==> config.mk <==
export PLATFORM = sky130hd
export DESIGN_NAME = alu_pipe
export DESIGN_NICKNAME = d
export VERILOG_FILES = /design/src/rtl/alu_pipe.sv
export SDC_FILE = /design/constraint.sdc
export NUM_CORES = 1
export LEC_CHECK = 0
export CAP_MARGIN = 10
export CELL_PAD_IN_SITES_DETAIL_PLACEMENT = 1
export CELL_PAD_IN_SITES_GLOBAL_PLACEMENT = 2
export CORE_ASPECT_RATIO = 0.9
export CORE_MARGIN = 5
export CORE_UTILIZATION = 39
export CTS_CLUSTER_DIAMETER = 200
export DETAILED_ROUTE_END_ITERATION = 6
export DONT_BUFFER_PORTS = 1
export GPL_ROUTABILITY_DRIVEN = 0
export PLACE_DENSITY = 0.91
export SLEW_MARGIN = 10
export SYNTH_ARGS = -nofsm -noshare
export SYNTH_HDL_FRONTEND = slang
export SYNTH_SLANG_ARGS = --single-unit
==> constraint.sdc <==
create_clock -name clk -period 3.74 [get_ports clk]
set_input_delay 0.561 -clock clk [delete_from_list [all_inputs] [get_ports clk]]
set_output_delay 0.561 -clock clk [all_outputs]
set_load 0.005 [all_outputs]
==> src/rtl/alu_pipe.sv <==
// alu_pipe: registered ALU with valid/ready handshakes on input and output.
// Single-cycle ops (AND/OR/NOT/XOR/ADD/SUB/LTU) return one cycle after accept.
// MUL is an iterative shift-add taking WIDTH cycles.
// Ports:
//   clk, rst             clock, asynchronous active-high reset
//   in_valid / in_ready  operand beat handshake (x, y, op)
//   out_valid/ out_ready result handshake (z, carry, zero, ovf)
module alu_pipe #(
   parameter int unsigned WIDTH = 8
) (
   input  logic             clk,
   input  logic             rst,
   input  logic             in_valid,
   output logic             in_ready,
   input  logic [WIDTH-1:0] x,
   input  logic [WIDTH-1:0] y,
   input  logic [2:0]       op,
   output logic             out_valid,
   input  logic             out_ready,
   output logic [WIDTH-1:0] z,
   output logic             carry,
   output logic             zero,
   output logic             ovf
);

   localparam int unsigned PW = 2 * WIDTH;
   localparam int unsigned CW = $clog2(WIDTH + 1);

   localparam logic [2:0] OP_AND = 3'b000;
   localparam logic [2:0] OP_OR  = 3'b001;
   localparam logic [2:0] OP_NOT = 3'b010;
   localparam logic [2:0] OP_XOR = 3'b011;
   localparam logic [2:0] OP_ADD = 3'b100;
   localparam logic [2:0] OP_SUB = 3'b101;
   localparam logic [2:0] OP_MUL = 3'b110;
   localparam logic [2:0] OP_LTU = 3'b111;

   typedef enum logic [1:0] {IDLE, BUSY, HOLD} state_t;

   state_t           state_q, state_d;
   logic [WIDTH-1:0] z_q, z_d;
   logic             carry_q, carry_d;
   logic             zero_q, zero_d;
   logic             ovf_q, ovf_d;
   logic [PW-1:0]    mcand_q, mcand_d;
   logic [WIDTH-1:0] mplr_q, mplr_d;
   logic [PW-1:0]    acc_q, acc_d;
   logic [CW-1:0]    cnt_q, cnt_d;

   logic             accept;
   logic [WIDTH:0]   sum;
   logic [WIDTH-1:0] diff;
   logic [PW-1:0]    acc_step;
   logic [WIDTH-1:0] alu_z;
   logic             alu_c;
   logic             alu_v;

   // Handshake decode; in_ready is held low while reset is asserted.
   assign in_ready  = ~rst & ((state_q == IDLE) | ((state_q == HOLD) & out_ready));
   assign out_valid = (state_q == HOLD);
   assign accept    = in_valid & in_ready;

   assign z     = z_q;
   assign carry = carry_q;
   assign zero  = zero_q;
   assign ovf   = ovf_q;

   assign sum      = {1'b0, x} + {1'b0, y};
   assign diff     = x - y;
   assign acc_step = acc_q + (mplr_q[0] ? mcand_q : '0);

   // Single-cycle result and flags from the live operands.
   always_comb begin
      alu_z = '0;
      alu_c = 1'b0;
      alu_v = 1'b0;
      case (op)
         OP_AND: alu_z = x & y;
         OP_OR:  alu_z = x | y;
         OP_NOT: alu_z = ~x;
         OP_XOR: alu_z = x ^ y;
         OP_ADD: begin
            alu_z = sum[WIDTH-1:0];
            alu_c = sum[WIDTH];
            alu_v = ~(x[WIDTH-1] ^ y[WIDTH-1]) & (sum[WIDTH-1] ^ x[WIDTH-1]);
         end
         OP_SUB: begin
            alu_z = diff;
            alu_c = (x < y);
            alu_v = (x[WIDTH-1] ^ y[WIDTH-1]) & (diff[WIDTH-1] ^ x[WIDTH-1]);
         end
         OP_LTU: alu_z = WIDTH'(x < y);
         default: alu_z = '0;
      endcase
   end

   // Next-state: MUL iteration, result consumption, and beat acceptance.
   always_comb begin
      state_d = state_q;
      z_d     = z_q;
      carry_d = carry_q;
      zero_d  = zero_q;
      ovf_d   = ovf_q;
      mcand_d = mcand_q;
      mplr_d  = mplr_q;
      acc_d   = acc_q;
      cnt_d   = cnt_q;

      case (state_q)
         IDLE: ;
         BUSY: begin
            acc_d   = acc_step;
            mcand_d = mcand_q << 1;
            mplr_d  = mplr_q >> 1;
            cnt_d   = cnt_q - CW'(1);
            // Last iteration: publish the product on this same edge.
            if (cnt_q == CW'(1)) begin
               z_d     = acc_step[WIDTH-1:0];
               zero_d  = (acc_step[WIDTH-1:0] == '0);
               carry_d = 1'b0;
               ovf_d   = |acc_step[PW-1:WIDTH];
               state_d = HOLD;
            end
         end
         HOLD: if (out_ready) state_d = IDLE;
         default: state_d = IDLE;
      endcase

      // accept can only be true in IDLE or in HOLD while the result is consumed.
      if (accept) begin
         if (op == OP_MUL) begin
            mcand_d = PW'(x);
            mplr_d  = y;
            acc_d   = '0;
            cnt_d   = CW'(WIDTH);
            state_d = BUSY;
         end else begin
            z_d     = alu_z;
            zero_d  = (alu_z == '0);
            carry_d = alu_c;
            ovf_d   = alu_v;
            state_d = HOLD;
         end
      end
   end

   always_ff @(posedge clk or posedge rst) begin
      if (rst) begin
         state_q <= IDLE;
         z_q     <= '0;
         carry_q <= 1'b0;
         zero_q  <= 1'b0;
         ovf_q   <= 1'b0;
         mcand_q <= '0;
         mplr_q  <= '0;
         acc_q   <= '0;
         cnt_q   <= '0;
      end else begin
         state_q <= state_d;
         z_q     <= z_d;
         carry_q <= carry_d;
         zero_q  <= zero_d;
         ovf_q   <= ovf_d;
         mcand_q <= mcand_d;
         mplr_q  <= mplr_d;
         acc_q   <= acc_d;
         cnt_q   <= cnt_d;
      end
   end

endmodule

==> flow_summary.toml <==
[status]
status = "finished clean"

[global_route]
grt_pass1_wl_um = 21900
grt_max_degree = 47
grt_pass1_vias = 4122
antenna_found_initial = 0
use_met3_pct = 5.00
grt_use_total_pct = 20.4
grt_busiest_layer = "met2"
globalRouteMet1Util_pct = 29.5
overflow = 0
grtUsageMet2_pct = 31.1

[synth]
seq_area_frac_synth_pct = 32.1
synth_nets = 610
synth_warnings = 0
async_flop_share_pct = 100
syn_area_mm2 = 0.00444
synth_top_area_share_pct = 32.1
synth-edff-count = 0
synth_area_leaders = "dfrtp_1 (32%), ha_1 (12%), nand2_1 (8.8%)"
synth_top_area_cell = "dfrtp_1"
yosys_register_bits = 57
synth_cell_types = 59
synth_cells = 543
syn_avg_cell_area_um2 = 8.18
synth_flop_cell = "dfrtp_1"

[timing]
fin_hold_ws_ns = 0.188
slew_violations = 0
setup_viol = 0
fmax_mhz = 312
post-route-min-period_ns = 3.21
rsz0062_at_grt = "false"
worstMarginPinSlew_ns = 1.10
report.final.hold_viol_count = 0
finClkSkew_ns = 0.00721
period_share_pct = 85.7
slew_headroom_pct = 26.6
finalSetupTns_ns = 0

[placed_design]
io_buffers = 0
dpl.hpwl_um = 9920
dpl_cell_area_mm2 = 0.00458

[detailed_routing]
via_count = 3889
avgRoutedWirePerCell_um = 18.9
drt_pass1_iterations = 4
drc_errors = 0
vias_per_cell = 5.60
ant_nets = 0
first_iter_violations = 229
routed_wl_um = 13100

[finish]
final_common_cell = "nand2_1"
final_cell_mix = "nand2_1 (104), dfrtp_1 (57), nor2_1 (43)"
final_area_mm2 = 0.00488
regArea_mm2 = 0.00143
nNetsFinal = 601
area.growth.synth_to_final_pct = 9.83
layout-drive-gt1-share_pct = 7.98
antenna_cells = 0
multi_input_area_mm2 = 0.00280
num-fill-cells = 1391

[clock_network]
cts_hold_buf = 0
htree_levels = 3
clock_latency_ns = 0.33
cts-resized-gates = 0
clk_path_buf_depth = 2
cts_setup_buffers = 0
cts_tree = "yes"
numCtsBuffers = 9
cts.sinks = 57
cts_root_buf = "clkbuf_16"
clk_pin_slew_ns = 0.05

[setup_path]
cp-start-kind = "register"
crit_slowest_cell = "dfrtp_1"
endpoint_kind = "register"
cpPeakStageDelay_ns = 0.55
path_max_fanout = 17
cp_cell_sequence = "and2_1 -> ha_1 -> and4_1 -> a2111oi_2 -> nor2_1 -> a21oi_2 -> xor2_1 -> or4b_1 -> nor4b_2 -> a31oi_1"
cp_num_buf_inv = 0
r2r_slack_ns = 0.53
path_class = "reg -> reg"
cp.arrival_ns = 3.41
cp_top_family = "simple AND/OR/NAND/NOR gates"
required_ns = 3.94

[die]
ios = 36
dieArea_mm2 = 0.0136
num_rows = 37
core-area_mm2 = 0.0113
die_w_um = 123
die_y_um = 111
start_util_pct = 39.3

[min_path]
worstHoldPathType = "in -> async"

[power]
leakage_nw = 2.23
vdd_drop_max_mv = 0.263
p_per_area_mw_per_mm2 = 676

[run]
timing.max_cap.violations = 0
==> per-stage QoR <==
step           cells  power (mW)  util [%]  setup WS (ns)
2_1_floorplan    543        2.09         -          0.918
4_1_cts          695        3.31      43.2          0.588
5_1_grt          695        3.55      43.2          0.364
3_5_place_dp     679        2.48      40.6          0.589
3_3_place_gp     679        2.39      40.6          0.698
6_report         695        3.30      43.2          0.534
==> cell families (layout without fill, tap and decap cells) <==
group                      after synthesis  after routing  share of synthesized area [%]
and+or+nand+nor                        201            201                           20.1
DFF                                     57             57                           32.1
adders and majority gates               44             44                           12.9
xor gates and xnor gates                27             27                           5.49
buffers and inverters                   58             54                           5.04
AOI/OAI and AO/OA                      144            144                           20.4
muxes                                   12             12                           3.94
==> cell type report <==
type | count | area share [%]
Clock buffer | 10 | 4.90
Clock inverter | 6 | 1.18
Inverter | 33 | 2.54
Multi-Input combinational cell | 428 | 57.4
Sequential cell | 57 | 29.2
Tap cell | 156 | 4.00
Timing Repair Buffer | 5 | 0.769
==> metal layers <==
metal	vias up	share of wire, %
met5	-	0
met4	0	0.78
met3	10	5.7
met2	74	46
met1	1946	48
li1	1859	-
==> cells in the mapped netlist, types with 2 or more instances <==
| cell type | n |
|---|---|
| a211oi_1 | 11 |
| a21o_1 | 8 |
| a21oi_1 | 40 |
| a2bb2oi_1 | 2 |
| a31oi_1 | 22 |
| and2_1 | 19 |
| and3_1 | 2 |
| buf_1 | 3 |
| buf_2 | 2 |
| clkbuf_1 | 19 |
| dfrtp_1 | 57 |
| fa_1 | 3 |
| ha_1 | 41 |
| inv_1 | 32 |
| mux2_2 | 4 |
| mux2i_1 | 4 |
| mux4_2 | 4 |
| nand2_1 | 104 |
| nand2b_1 | 2 |
| nand3_1 | 9 |
| nand4_1 | 2 |
| nor2_1 | 43 |
| nor2b_1 | 2 |
| nor3_1 | 6 |
| nor3b_1 | 2 |
| o211ai_1 | 6 |
| o21a_1 | 4 |
| o21ai_0 | 25 |
| o21ai_1 | 6 |
| o21bai_1 | 3 |
| o31a_1 | 2 |
| o31ai_1 | 2 |
| o41ai_1 | 2 |
| xnor2_1 | 18 |
| xor2_1 | 8 |
==> registers in the layout, summed over array words and instances, names as in the netlist <==
signal / flops
z: 8
acc_q: 16
zero: 1
ovf: 1
mcand_q: 16
carry: 1
state_q: 2
mplr_q: 8
cnt_q: 4
==> report_power, final <==
part / leakage (nW) / internal, mW / switching [mW] / total [mW]
Clock: 0.148 / 0.528 / 0.292 / 0.820
Sequential: 0.712 / 0.861 / 0.220 / 1.08
Combinational: 1.37 / 0.577 / 0.823 / 1.40
==> worst register-to-register path: cells and delay by family, from the launching register on <==
family          cells  cell delay (ns)
flops               1             0.55
xor+xnor            1             0.19
fa+ha+maj           1             0.38
compound gates      3             0.64
simple gates        5             1.30
==> path summary, 6_finish.rpt <==
path	startpoint	to	cells after the start
worst max-delay path	mplr_q[0]	ovf	10
worst min-delay path	rst	state_q[1]	1
worst max register to register	mplr_q[0]	ovf	10
worst min register to register	mplr_q[7]	mplr_q[7]	2
max in group asynchronous	rst	acc_q[7]	2
min in group clk	out_ready	state_q[1]	1
(Power assumes the default switching activity.)
